==> src/rtl/muldiv_unit.sv <==
// Iterative 32-bit multiply/divide unit owning the HI/LO registers.
// One operand bit per cycle: shift-add multiply, restoring divide, sign fix-up at the end.
module muldiv_unit (
  input  logic        Clk,
  input  logic        Rst,
  input  logic        start,
  input  logic [1:0]  op,
  input  logic [31:0] inA,
  input  logic [31:0] inB,
  input  logic        flush,
  input  logic        hiWrite,
  input  logic        loWrite,
  input  logic [31:0] wrData,
  output logic        busy,
  output logic        done,
  output logic        divZero,
  output logic [31:0] hi,
  output logic [31:0] lo,
  output logic [1:0]  state_dbg
);

  // Handshake: start is taken only in IDLE when flush is low; busy covers
  // the start edge through the FINISH edge, and done pulses for one cycle.

  typedef enum logic [1:0] {IDLE = 2'd0, RUN = 2'd1, FINISH = 2'd2} state_t;

  state_t      state_q, state_d;
  logic [4:0]  cnt_q;
  logic [1:0]  op_q;
  logic [31:0] opnd_q;      // |A| for multiply, |B| for divide
  logic [31:0] dividend_q;  // raw A, returned in HI on divide-by-zero
  logic [63:0] acc_q;       // {hi part, lo part} of the running product or {rem, quotient}
  logic        neg_q;       // result (product or quotient) is negative
  logic        rneg_q;      // remainder is negative
  logic        bzero_q;

  logic        accept, finish_ok, mt_ok;
  logic        in_signed, sa, sb;
  logic [31:0] mag_a, mag_b;
  logic [32:0] mul_sum;
  logic [63:0] mul_next, div_next, prod;
  logic [32:0] div_sh, div_diff;
  logic [31:0] quo, rem;

  always_comb begin
    state_d = state_q;
    accept  = 1'b0;
    unique case (state_q)
      IDLE: begin
        if (start && !flush) begin
          accept  = 1'b1;
          state_d = RUN;
        end
      end
      RUN: begin
        if (flush)              state_d = IDLE;
        else if (cnt_q == 5'd31) state_d = FINISH;
      end
      FINISH:  state_d = IDLE;
      default: state_d = IDLE;
    endcase
  end

  assign finish_ok = (state_q == FINISH) && !flush;
  assign mt_ok     = (state_q == IDLE) && !flush && !start;
  assign state_dbg = state_q;

  // Operand magnitudes at capture time; unsigned ops never see a sign.
  assign in_signed = ~op[0];
  assign sa        = in_signed & inA[31];
  assign sb        = in_signed & inB[31];
  assign mag_a     = sa ? (~inA + 32'd1) : inA;
  assign mag_b     = sb ? (~inB + 32'd1) : inB;

  assign mul_sum  = {1'b0, acc_q[63:32]} + (acc_q[0] ? {1'b0, opnd_q} : 33'd0);
  assign mul_next = {mul_sum, acc_q[31:1]};

  assign div_sh   = {acc_q[63:32], acc_q[31]};
  assign div_diff = div_sh - {1'b0, opnd_q};
  assign div_next = (div_sh >= {1'b0, opnd_q}) ? {div_diff[31:0], acc_q[30:0], 1'b1}
                                               : {div_sh[31:0], acc_q[30:0], 1'b0};

  assign prod = neg_q  ? (~acc_q + 64'd1) : acc_q;
  assign quo  = neg_q  ? (~acc_q[31:0] + 32'd1) : acc_q[31:0];
  assign rem  = rneg_q ? (~acc_q[63:32] + 32'd1) : acc_q[63:32];

  always_ff @(posedge Clk or negedge Rst) begin
    if (!Rst) state_q <= IDLE;
    else      state_q <= state_d;
  end

  always_ff @(posedge Clk or negedge Rst) begin
    if (!Rst) begin
      cnt_q      <= 5'd0;
      op_q       <= 2'd0;
      opnd_q     <= 32'd0;
      dividend_q <= 32'd0;
      acc_q      <= 64'd0;
      neg_q      <= 1'b0;
      rneg_q     <= 1'b0;
      bzero_q    <= 1'b0;
      busy       <= 1'b0;
      done       <= 1'b0;
      divZero    <= 1'b0;
      hi         <= 32'd0;
      lo         <= 32'd0;
    end else begin
      done    <= 1'b0;
      divZero <= 1'b0;
      if (accept) begin
        cnt_q      <= 5'd0;
        op_q       <= op;
        dividend_q <= inA;
        bzero_q    <= (inB == 32'd0);
        neg_q      <= sa ^ sb;
        rneg_q     <= sa;
        opnd_q     <= op[1] ? mag_b : mag_a;
        acc_q      <= {32'd0, op[1] ? mag_a : mag_b};
        busy       <= 1'b1;
      end else if (state_q == RUN) begin
        if (flush) begin
          busy <= 1'b0;
        end else begin
          cnt_q <= cnt_q + 5'd1;
          acc_q <= op_q[1] ? div_next : mul_next;
        end
      end else if (state_q == FINISH) begin
        busy <= 1'b0;
        if (finish_ok) begin
          done <= 1'b1;
          if (!op_q[1]) begin
            hi <= prod[63:32];
            lo <= prod[31:0];
          end else if (bzero_q) begin
            hi      <= dividend_q;
            lo      <= 32'hFFFF_FFFF;
            divZero <= 1'b1;
          end else begin
            hi <= rem;
            lo <= quo;
          end
        end
      end else if (mt_ok) begin
        if (hiWrite) hi <= wrData;
        if (loWrite) lo <= wrData;
      end
    end
  end

endmodule
==> config.mk <==
export PLATFORM = sky130hd
export DESIGN_NAME = muldiv_unit
export DESIGN_NICKNAME = d
export VERILOG_FILES = /design/src/rtl/muldiv_unit.sv
export SDC_FILE = /design/constraint.sdc
export NUM_CORES = 1
export LEC_CHECK = 0
export CAP_MARGIN = 20
export CORE_ASPECT_RATIO = 1.5
export CORE_MARGIN = 10
export CORE_UTILIZATION = 53
export DETAILED_ROUTE_END_ITERATION = 7
export GPL_ROUTABILITY_DRIVEN = 1
export GPL_TIMING_DRIVEN = 0
export HOLD_SLACK_MARGIN = 0.08
export PLACE_DENSITY = 0.78
export SLEW_MARGIN = 20
export SYNTH_ARGS = -nofsm -noshare
export SYNTH_HDL_FRONTEND = slang
export SYNTH_SLANG_ARGS = --single-unit
==> constraint.sdc <==
create_clock -name Clk -period 3.1 [get_ports Clk]
set_input_delay 0.31 -clock Clk [delete_from_list [all_inputs] [get_ports Clk]]
set_output_delay 0.31 -clock Clk [all_outputs]
set_load 0.02 [all_outputs]
==> results.yml <==
outcome:
  status: "finished, violations left"
  failed_checks: "negative setup slack"
drt:
  drt.antenna.violating_nets: 0
  via_count: 19552
  drt-vias-per-instance: 6.66
  wire_per_inst_um: 27.9
  drc: 0
  drtPass1Iterations: 6
  drt_iter0_markers: 2428
  routed_wl_mm: 81.7
layout:
  syn_to_final_growth_pct: 26.1
  fin_nets: 2680
  final_cell_mix: "350 x nand2_1, 219 x o21ai_0, 192 x dfrtp_1"
  final_util: 0.673
  ff_latch_area_mm2: 0.00517
  fill_cells: 2735
  drive_gt1_frac: 0.120
  num_antenna_cells: 0
  multi_input_area_mm2: 0.0122
  final_common_cell: "nand2_1"
  stdcell_area_mm2: 0.0218
grt:
  grt_start_max_net_pins: 87
  met2_usage: 0.646
  grt_util_met3: 0.0752
  grt_usage: 0.387
  grt_antenna_before_repair: 0
  use_met1: 0.430
  grt-ovfl-total: 0
  top_usage_layer: "met2"
  grt_pass1_vias: 18819
  grt_pass1_wl_mm: 120
placement:
  gp_congestion: 1.06
  dpl.hpwl_mm: 63.4
  dpl-instance-area_mm2: 0.0196
  io_buffers: 171
logic_synthesis:
  ys_ff_latch: 206
  syn_inst: 2255
  syn-num-nets: 2431
  synth_edf_count: 0
  ys_types: 91
  ys.flop_type: "dfrtp_1"
  async_reset_ff_frac: 1.00
  yosys_warnings: 0
  yosysSeqAreaShare: 0.298
  syn_area_mm2: 0.0173
  syn_avg_cell_area_um2: 7.68
run:
  cap_violations: 0
power:
  p_int_mw: 9.46
  peakVddDrop_v: 0.000725
  p_seq_frac: 0.240
  p_comb_frac: 0.605
  power_frac_clock: 0.156
  p_sw_frac: 0.479
  p_sw_mw: 8.69
  p_leak_nw: 9.12
  powerDensity_mw_per_mm2: 832
critical_path:
  path_depth: 13
  slowest_delay_ns: 0.44
  rrSetupSlack_ns: -0.17
  crit_required_ns: 3.53
  crit_slowest_cell: "dfrtp_2"
  cp_max_fo: 3
  startpoint: "acc_q[31]"
  cp_common_cell: "inv_2"
  r2r_cells: 13
  cp_cell_sequence: "inv_2, ha_4, inv_2, fa_2, a211oi_2, nor2_2, o22ai_2, o21ai_2, o211a_1, o2111a_1, or3_4, a211oi_4, o41ai_2"
  cp.arrival_ns: 3.69
  r2r-end: "acc_q[62]"
  cp-endpoint: "acc_q[62]"
  r2r-start: "acc_q[31]"
  crit_buf_inv: 2
  cp_top_family: "compound AO/OA/AOI/OAI gates"
  crit_type: "reg -> reg"
  end_kind: "register"
  start_kind: "register"
floorplan:
  rows: 81
  die_area_mm2: 0.0404
  fp.dieW_um: 168
  start_util: 0.534
  core_mm2: 0.0324
  die_y_um: 241
  num_io_pins: 173
cts:
  htree_levels: 1
  clock_latency_ns: 0.56
  cts_tree: "yes"
  root_buffer: "clkbuf_16"
  cts-buffers-inserted: 23
  path_clk_slew_ns: 0.07
  numClockSinks: 206
  cts_buffer_depth: 3
sta:
  layout_setup_ws_ns: -0.165
  fin_crit_sh: 1.05
  fmax_ghz: 0.306
  final-max-slew-violation-count: 0
  fin_tns_setup_ns: -0.564
  worst-slew-pin-transition_ns: 1.14
  finClkSkew_ns: 0.0188
  finalHoldViolations: 0
  min_period_ns: 3.27
  rsz0062_at_grt: "true"
  slew_headroom: 0.242
  setup_viol: 8
hold_path:
  hold_path.class: "in -> async"
synth_stat cells (5+ instances only):
cell type	count	area, µm²
a21oi_1	181	906
xor2_1	56	490
o31ai_1	31	233
nand4_1	14	87.6
nand2_1	353	1330
and3_1	23	144
o221ai_1	15	131
or4_1	8	60.1
o22ai_1	38	238
a31o_2	5	43.8
ha_1	70	876
a211oi_1	29	218
nor2_1	172	646
a31oi_1	18	113
dfrtp_1	206	5150
or3_1	25	156
o21bai_1	8	60.1
a21o_1	43	323
xnor2_1	121	1060
clkbuf_1	129	484
mux2i_1	60	601
nor2b_1	15	93.8
buf_2	11	55.1
nor3_1	38	190
and2_1	8	50.1
a22o_1	5	43.8
nand3b_1	7	52.6
o21ai_0	238	1190
buf_1	15	56.3
o21a_1	13	97.6
o21ai_1	12	60.1
nand2b_1	14	87.6
nand3_1	44	220
o211ai_1	55	413
nor4_1	7	43.8
a22oi_1	7	52.6
inv_1	59	221
o41ai_1	12	105
timing repair:
item                                    in CTS  in global routing
endpoints found under the setup margin      58                 63
cloned                                       1                  0
resized for setup                          109                148
setup buffers                               28                 24
hold buffers                                 1                  0
endpoints found under the hold margin       43                  0
pin swaps                                   34                 54
power groups by stage:
stage	sequential [mW]	clock, mW	combinational, mW
global placement	4.25	0	9.02
finish	4.35	2.83	11.0
detailed placement	4.27	0	9.16
CTS	4.24	2.81	9.83
global route	4.39	2.92	11.7
floorplan	4.13	0	6.16
area by class of cell:
type / count / area share
Buffer: 156 / 0.0343
Clock buffer: 28 / 0.0291
Clock inverter: 12 / 0.00550
Inverter: 60 / 0.0107
Multi-Input combinational cell: 1829 / 0.558
Sequential cell: 206 / 0.237
Tap cell: 415 / 0.0238
Timing Repair Buffer: 228 / 0.101
per-stage QoR:
step           hold WS, ns  cells  worst slack, ns  total power [mW]
2_1_floorplan       0.0144   2255          0.00517              10.3
3_3_place_gp         0.464   2841            -7.00              13.3
3_5_place_dp         0.237   2844           -0.947              13.4
4_1_cts              0.252   2912           -0.104              16.9
5_1_grt              0.285   2934           -0.198              19.0
6_report             0.243   2934           -0.165              18.2
sequential cells by signal (all words and copies together) (netlist names), 2 cells and up:
name        cells
acc_q          64
dividend_q     32
hi             32
lo             32
opnd_q         32
cnt_q           5
state_dbg       2
cells by family (layout without fill, tap and decap cells):
| kind of cell | Yosys count | count (layout) | share of synthesized area |
|---|---|---|---|
| buffers and inverters | 220 | 484 | 0.0499 |
| adders and majority gates | 72 | 72 | 0.0529 |
| AOI/OAI and AO/OA | 758 | 758 | 0.272 |
| and+or+nand+nor | 761 | 761 | 0.203 |
| muxes | 61 | 61 | 0.0354 |
| xor gates and xnor gates | 177 | 177 | 0.0896 |
| DFF | 206 | 206 | 0.298 |
how the worst min path moves through the flow:
stage                     startpoint        end  slack (ns)
after floorplan                  Rst   acc_q[0]        0.01
after global placement        lo[27]     lo[27]        0.46
after detailed placement         Rst  opnd_q[5]        0.24
after CTS                        Rst  opnd_q[5]        0.25
after global routing             Rst  opnd_q[5]        0.28
final                            Rst  opnd_q[5]        0.24
per-layer routing:
metal  part of all wire  up-vias  wire [µm]
met5                  0        -          0
met4              0.092        0       7540
met3               0.10      353       8250
met2               0.47     1387      38300
met1               0.34     9222      27600
li1                   -     8590          -
Power figures use the tool's default switching activity.
